$ cat config.mk
export PLATFORM = sky130hd
export DESIGN_NAME = lifo_stack_flat
export DESIGN_NICKNAME = d
export VERILOG_FILES = /design/src/rtl/lifo_stack_if.sv /design/src/rtl/lifo_stack.sv /design/src/flat_wrapper.sv
export SDC_FILE = /design/constraint.sdc
export NUM_CORES = 1
export LEC_CHECK = 0
export BUFFER_PORTS_ARGS = -buffer_cell sky130_fd_sc_hd__buf_2
export CORE_ASPECT_RATIO = 0.75
export CORE_MARGIN = 2
export CORE_UTILIZATION = 68
export CTS_BUF_LIST = sky130_fd_sc_hd__clkbuf_2
export CTS_CLUSTER_SIZE = 12
export DETAILED_ROUTE_END_ITERATION = 12
export MAX_ROUTING_LAYER = met4
export PLACE_DENSITY_LB_ADDON = 0.3
export SETUP_SLACK_MARGIN = 0.5
export SLEW_MARGIN = 20
export SYNTH_ARGS = -nofsm -noshare
export SYNTH_HDL_FRONTEND = slang
export SYNTH_SLANG_ARGS = --single-unit
$ cat constraint.sdc
create_clock -name clk -period 4.3 [get_ports clk]
set_input_delay 0.86 -clock clk [delete_from_list [all_inputs] [get_ports clk]]
set_output_delay 0.86 -clock clk [all_outputs]
set_load 0.03 [all_outputs]
$ cat src/rtl/lifo_stack_if.sv
// Bundled control/status signals of the lifo_stack backtracking store.
// LIFO_STACK_WATERMARK_EN adds the max_level high-water-mark signal.
interface lifo_stack_if #(
  parameter int WIDTH = 6,
  parameter int DEPTH = 8
);
  localparam int CW = $clog2(DEPTH) + 1;

  // Handshake: a request (push and/or pop) is sampled on every rising edge.
  // No ready back-pressure exists. Acceptance is reported one cycle later
  // by push_ack/pop_ack. A refused request leaves both acks low and sets
  // the matching sticky error flag.
  logic             clear;
  logic             push;
  logic             pop;
  logic [WIDTH-1:0] data_in;
  logic [WIDTH-1:0] data_out;
  logic [CW-1:0]    count;
  logic             empty;
  logic             full;
  logic             push_ack;
  logic             pop_ack;
  logic             overflow;
  logic             underflow;
`ifdef LIFO_STACK_WATERMARK_EN
  logic [CW-1:0]    max_level;
`endif

  modport master (
    output clear, push, pop, data_in,
    input  data_out, count, empty, full, push_ack, pop_ack, overflow, underflow
`ifdef LIFO_STACK_WATERMARK_EN
    , input max_level
`endif
  );

  modport slave (
    input  clear, push, pop, data_in,
    output data_out, count, empty, full, push_ack, pop_ack, overflow, underflow
`ifdef LIFO_STACK_WATERMARK_EN
    , output max_level
`endif
  );
endinterface

$ cat src/rtl/lifo_stack.sv
// Parametrised LIFO stack with registered top-of-stack, replace-top, acks and sticky errors.
// Optional feature macro: LIFO_STACK_WATERMARK_EN (adds max_level high-water mark).
module lifo_stack #(
  parameter int WIDTH = 6,
  parameter int DEPTH = 8
) (
  input logic        clk,
  input logic        reset,
  lifo_stack_if.slave bus
);
  localparam int CW = $clog2(DEPTH) + 1;
  localparam logic [CW-1:0] DEPTH_C = CW'(DEPTH);

  logic [WIDTH-1:0] mem [DEPTH];
  logic [CW-1:0]    count_q, count_d, wr_idx, below_idx;
  logic [WIDTH-1:0] dout_q, dout_d, below_val;
  logic             pack_q, pack_d, qack_q, qack_d;
  logic             ovf_q, ovf_d, udf_q, udf_d;
  logic             wr_en;

  // Entry just under the top; becomes the new top-of-stack on a pop.
  always_comb begin
    below_idx = count_q - CW'(2);
    below_val = '0;
    for (int i = 0; i < DEPTH; i++) begin
      if (count_q >= CW'(2) && below_idx == CW'(i)) below_val = mem[i];
    end
  end

  always_comb begin
    count_d = count_q;
    dout_d  = dout_q;
    pack_d  = 1'b0;
    qack_d  = 1'b0;
    ovf_d   = ovf_q;
    udf_d   = udf_q;
    wr_en   = 1'b0;
    wr_idx  = count_q;
    unique case ({bus.push, bus.pop})
      2'b10: begin
        if (count_q != DEPTH_C) begin
          wr_en   = 1'b1;
          count_d = count_q + CW'(1);
          dout_d  = bus.data_in;
          pack_d  = 1'b1;
        end else begin
          ovf_d = 1'b1;
        end
      end
      2'b01: begin
        if (count_q != '0) begin
          count_d = count_q - CW'(1);
          dout_d  = below_val;
          qack_d  = 1'b1;
        end else begin
          udf_d = 1'b1;
        end
      end
      2'b11: begin
        // Replace-top when non-empty; on an empty stack it degrades to a push.
        wr_en  = 1'b1;
        dout_d = bus.data_in;
        pack_d = 1'b1;
        if (count_q != '0) begin
          wr_idx = count_q - CW'(1);
          qack_d = 1'b1;
        end else begin
          count_d = CW'(1);
        end
      end
      default: ;
    endcase
  end

  always_ff @(posedge clk or posedge reset) begin
    if (reset) begin
      count_q <= '0;
      dout_q  <= '0;
      pack_q  <= 1'b0;
      qack_q  <= 1'b0;
      ovf_q   <= 1'b0;
      udf_q   <= 1'b0;
    end else if (bus.clear) begin
      count_q <= '0;
      dout_q  <= '0;
      pack_q  <= 1'b0;
      qack_q  <= 1'b0;
      ovf_q   <= 1'b0;
      udf_q   <= 1'b0;
    end else begin
      count_q <= count_d;
      dout_q  <= dout_d;
      pack_q  <= pack_d;
      qack_q  <= qack_d;
      ovf_q   <= ovf_d;
      udf_q   <= udf_d;
    end
  end

  // wr_idx is always < DEPTH: pushes only happen below full, replaces hit count-1.
  always_ff @(posedge clk or posedge reset) begin
    if (reset) begin
      for (int i = 0; i < DEPTH; i++) mem[i] <= '0;
    end else if (!bus.clear && wr_en) begin
      for (int i = 0; i < DEPTH; i++) begin
        if (wr_idx == CW'(i)) mem[i] <= bus.data_in;
      end
    end
  end

`ifdef LIFO_STACK_WATERMARK_EN
  logic [CW-1:0] max_q;

  always_ff @(posedge clk or posedge reset) begin
    if (reset) begin
      max_q <= '0;
    end else if (bus.clear) begin
      max_q <= '0;
    end else if (count_d > max_q) begin
      max_q <= count_d;
    end
  end

  assign bus.max_level = max_q;
`endif

  assign bus.data_out  = dout_q;
  assign bus.count     = count_q;
  assign bus.empty     = (count_q == '0);
  assign bus.full      = (count_q == DEPTH_C);
  assign bus.push_ack  = pack_q;
  assign bus.pop_ack   = qack_q;
  assign bus.overflow  = ovf_q;
  assign bus.underflow = udf_q;
endmodule

$ cat src/flat_wrapper.sv
// flat-port wrapper written by rule: the top's interface ports become plain ports
module lifo_stack_flat 
#(
  parameter int WIDTH = 6,
  parameter int DEPTH = 8
)
  (clk, reset, bus_clear, bus_push, bus_pop, bus_data_in, bus_data_out, bus_count, bus_empty, bus_full, bus_push_ack, bus_pop_ack, bus_overflow, bus_underflow);
  lifo_stack_if #(.WIDTH(WIDTH), .DEPTH(DEPTH)) bus_i ();
  input logic clk;
  input logic reset;
  input wire logic [$bits(bus_i.clear)-1:0] bus_clear;
  input wire logic [$bits(bus_i.push)-1:0] bus_push;
  input wire logic [$bits(bus_i.pop)-1:0] bus_pop;
  input wire logic [$bits(bus_i.data_in)-1:0] bus_data_in;
  output wire logic [$bits(bus_i.data_out)-1:0] bus_data_out;
  output wire logic [$bits(bus_i.count)-1:0] bus_count;
  output wire logic [$bits(bus_i.empty)-1:0] bus_empty;
  output wire logic [$bits(bus_i.full)-1:0] bus_full;
  output wire logic [$bits(bus_i.push_ack)-1:0] bus_push_ack;
  output wire logic [$bits(bus_i.pop_ack)-1:0] bus_pop_ack;
  output wire logic [$bits(bus_i.overflow)-1:0] bus_overflow;
  output wire logic [$bits(bus_i.underflow)-1:0] bus_underflow;
  assign bus_i.clear = bus_clear;
  assign bus_i.push = bus_push;
  assign bus_i.pop = bus_pop;
  assign bus_i.data_in = bus_data_in;
  assign bus_data_out = bus_i.data_out;
  assign bus_count = bus_i.count;
  assign bus_empty = bus_i.empty;
  assign bus_full = bus_i.full;
  assign bus_push_ack = bus_i.push_ack;
  assign bus_pop_ack = bus_i.pop_ack;
  assign bus_overflow = bus_i.overflow;
  assign bus_underflow = bus_i.underflow;
  lifo_stack #(.WIDTH(WIDTH), .DEPTH(DEPTH)) u_core (.clk(clk), .reset(reset), .bus(bus_i));
endmodule
==> run metrics <==
DRT Pass-1 Iters=6; maximum buffer depth of the clock tree=2; site row count=23; Overall Power=2063 uW; Required @ worst endpoint=3.44 ns; synthesized netlist cell count=357; maximum level of the CTS H-tree=3; number of buffers created by CTS=9; DIE AREA=6189 um2; area fraction in and, or, nand and nor cells after synthesis=0.1325; drt initial violations=333; Cell Area, Synth=3787 um2; Worst Path Max Fanout=10; data arrival time of the worst path=2.43 ns; Antenna Violating Nets Remaining=0; Cell Pwr Density=512.3 nW/um2; dominant cell type by area after synthesis=dfrtp_1; Wirelength per Cell=19.54 um; kind of critical path=flip-flop to primary output; final worst path period share=0.7662; slew at the pin with the worst max-slew slack=0.7703 ns; reg-to-reg slack, setup=1.19 ns; Place WS=1.273 ns; critical path cell sequence=inv_1 -> ha_1 -> or3b_1 -> inv_6 -> buf_2; chip height=68.63 um; count of buffering cells on the critical path with inverters included=3; Ys Warns=0; hold buffer count at CTS=0; Top FF cell, synth=dfrtp_1; compound-cell area share of the yosys netlist=0.1662; Final Max Tran Viols=0; outcome=complete, no violations; Final WS setup=1.005 ns; path type of the worst min-delay path=input pin to async pin; GRT overflow=0; horizontal die dimension=90.18 um; IO Count=27; layout net count=396; arithmetic-cell share of the synthesized area counting full adders, half adders and majority gates=0.03634; busiest metal layer after global routing=met1; maximum capacitance violations=0; layout cell share with drive strength beyond 1=0.2902; Clock Sink Count=62; synth unique cells=51; achievable frequency=303.5 MHz; worst vdd rail ir drop=326.7 uV; met1 demand-to-capacity share in global routing=0.4533; DPL Wire Length=6177 um; DR vias/cell=6.225; Final Instance Count excl. Fillers=454; slowest cell delay on critical path=0.55 ns; clock latency on the worst-skew pair=0.50 ns; final-report hold violation count=0; crit-path leading delay family=buffers and inverters; post-synthesis xor/xnor area fraction=0.004625; Worst path slowest cell=dfrtp_1; fraction of registers with async set/reset=1.000; placeable core area=5353 um2; synthesized area divided by synthesized cell count=10.61 um2; IO buf count=26; Synth top area share=0.4096; via count of the first global-routing pass=2,495; wire length of the first global-routing pass=13,990 um; initial antenna violation count=0; total length of routed wires=8873 um; end-of-flow core utilization=0.7525; dominant cells by area after synthesis=dfrtp_1, mux2_4, ha_1; root cell of the clock tree=clkbuf_2; #FFs+latches synth=62; Cell Count Post-Placement=438; global routing usage on met2=0.4455; global-route usage over all layers=0.3128; Worst Clk Skew=0.04068 ns; RSZ-0062 raised after global routing=false; count of vias placed by the detailed router=2,826; clock tree from TritonCTS=built; EDFF count, synth=0; fraction of the yosys area taken by sequential cells=0.4096; post-CTS repair timing setup buffer count=0; maximum number of pins on one net before global-route repair=39; worst max-slew margin expressed relative to the limit=0.4857; synthesis-to-finish area growth=6.343%; syn_nets=379; final setup vio count=0; Tmin final=3.295 ns; post-cts sizing count=0; element type at the critical path end=primary output; Ant. Diodes=0; static leakage=0.001913 uW; clock-pin slew of the registers on the worst-case setup and hold paths=0.21 ns; combinational family with the most area after synthesis=multiplexers; final estimated routing congestion in global placement=0.9477; kind of start point of the critical path=flip-flop; setup TNS=0 ns; DRC errors left=0; starting density of the core=0.7076; met3 routing resource usage after global routing=0.08370; portion of netlist area occupied by mux cells=0.1929
[metal layers]
metal / part of all wire / routed length, um
met1: 0.49 / 4382
met2: 0.43 / 3796
met3: 0.070 / 617
met4: 0.0086 / 76
met5: 0 / 0
[cells in the mapped netlist, types with 2 or more instances]
| master | count |
|---|---|
| dfrtp_1 | 62 |
| mux2_4 | 48 |
| a21oi_1 | 25 |
| inv_1 | 21 |
| nor2_1 | 21 |
| nand2_1 | 18 |
| o21ai_0 | 17 |
| nand3_1 | 15 |
| clkbuf_1 | 11 |
| ha_1 | 11 |
| a32oi_1 | 10 |
| a31oi_1 | 8 |
| nor3_1 | 6 |
| o22ai_1 | 6 |
| and2_1 | 5 |
| buf_4 | 5 |
| nand2_4 | 5 |
| nor2b_1 | 5 |
| a21oi_2 | 4 |
| o21ai_1 | 4 |
| a211oi_1 | 3 |
| buf_2 | 3 |
| buf_6 | 3 |
| nand2b_1 | 3 |
| o211ai_1 | 3 |
| o2bb2ai_1 | 3 |
| o32ai_1 | 3 |
| or3_1 | 3 |
| nand3b_1 | 2 |
| nor4_1 | 2 |
| o31ai_1 | 2 |
[sequential cells by signal (all words and copies together), names as in the netlist]
name and cells:
u_core.bus.pop_ack 1, u_core.bus.data_out 6, u_core.bus.push_ack 1, u_core.mem 48, u_core.bus.count 4, u_core.bus.overflow 1, u_core.bus.underflow 1
[final timing paths]
kind,cells past startpoint,from,to
min reg2reg,2,u_core.bus.overflow,u_core.bus.overflow
max reg2reg,9,u_core.bus.count[0],u_core.mem[29]
max,5,u_core.bus.count[1],bus_empty
max in group asynchronous,3,reset,u_core.mem[43]
min in group clk,2,u_core.bus.overflow,u_core.bus.overflow
min,2,reset,u_core.bus.count[2]
[power by group]
| part | internal [uW] | switching [uW] |
|---|---|---|
| clock | 136 | 230 |
| combinational | 378 | 426 |
| sequential | 756 | 136 |
[per-stage QoR]
stage | hold WS (ns) | area (um2)
floorplan | 0.4723 | 3787
global placement | 0.4872 | 3909
detailed placement | 0.4881 | 3909
CTS | 0.4830 | 4028
global route | 0.4856 | 4028
finish | 0.4570 | 4028
[cell families (layout without fill, tap and decap cells)]
family	Yosys count	count (layout)
compound gates	95	95
xor+xnor	2	2
fa+ha+maj	11	11
buf+inv	45	67
flops	62	62
mux	49	49
simple gates	93	93
[worst reg2reg max path, stage by stage (launching register included)]
cell      delay, ns
dfrtp_1        0.67
inv_1          0.23
ha_1           0.26
buf_4          0.23
and3b_1        0.23
nand2b_1       0.16
a21o_1         0.27
a21oi_2        0.23
and2_1         0.42
mux2_4         0.34
[cell usage in the layout (no fill, tap or decap), drive strengths merged, types with 4 or more instances in the layout]
cell type,count
clkbuf,9
nand2,23
ha,11
a21oi,29
mux2,48
o21ai,21
nor2b,5
nor3,6
and2,5
a32oi,10
nand3,16
a31oi,8
inv,23
dfrtp,62
clkinv,4
nor2,22
o22ai,7
buf,29
[area by class of cell]
class	instances	area, um2
clock buffers	9	45.04
clock inverters	7	73.82
fillers	379	1325
inverters	22	87.58
multi-input cells	250	2023
flip-flops and latches	62	1551
well taps	75	93.84
repair buffers	29	152.6
No activity file was read; power rests on OpenSTA's default activity.
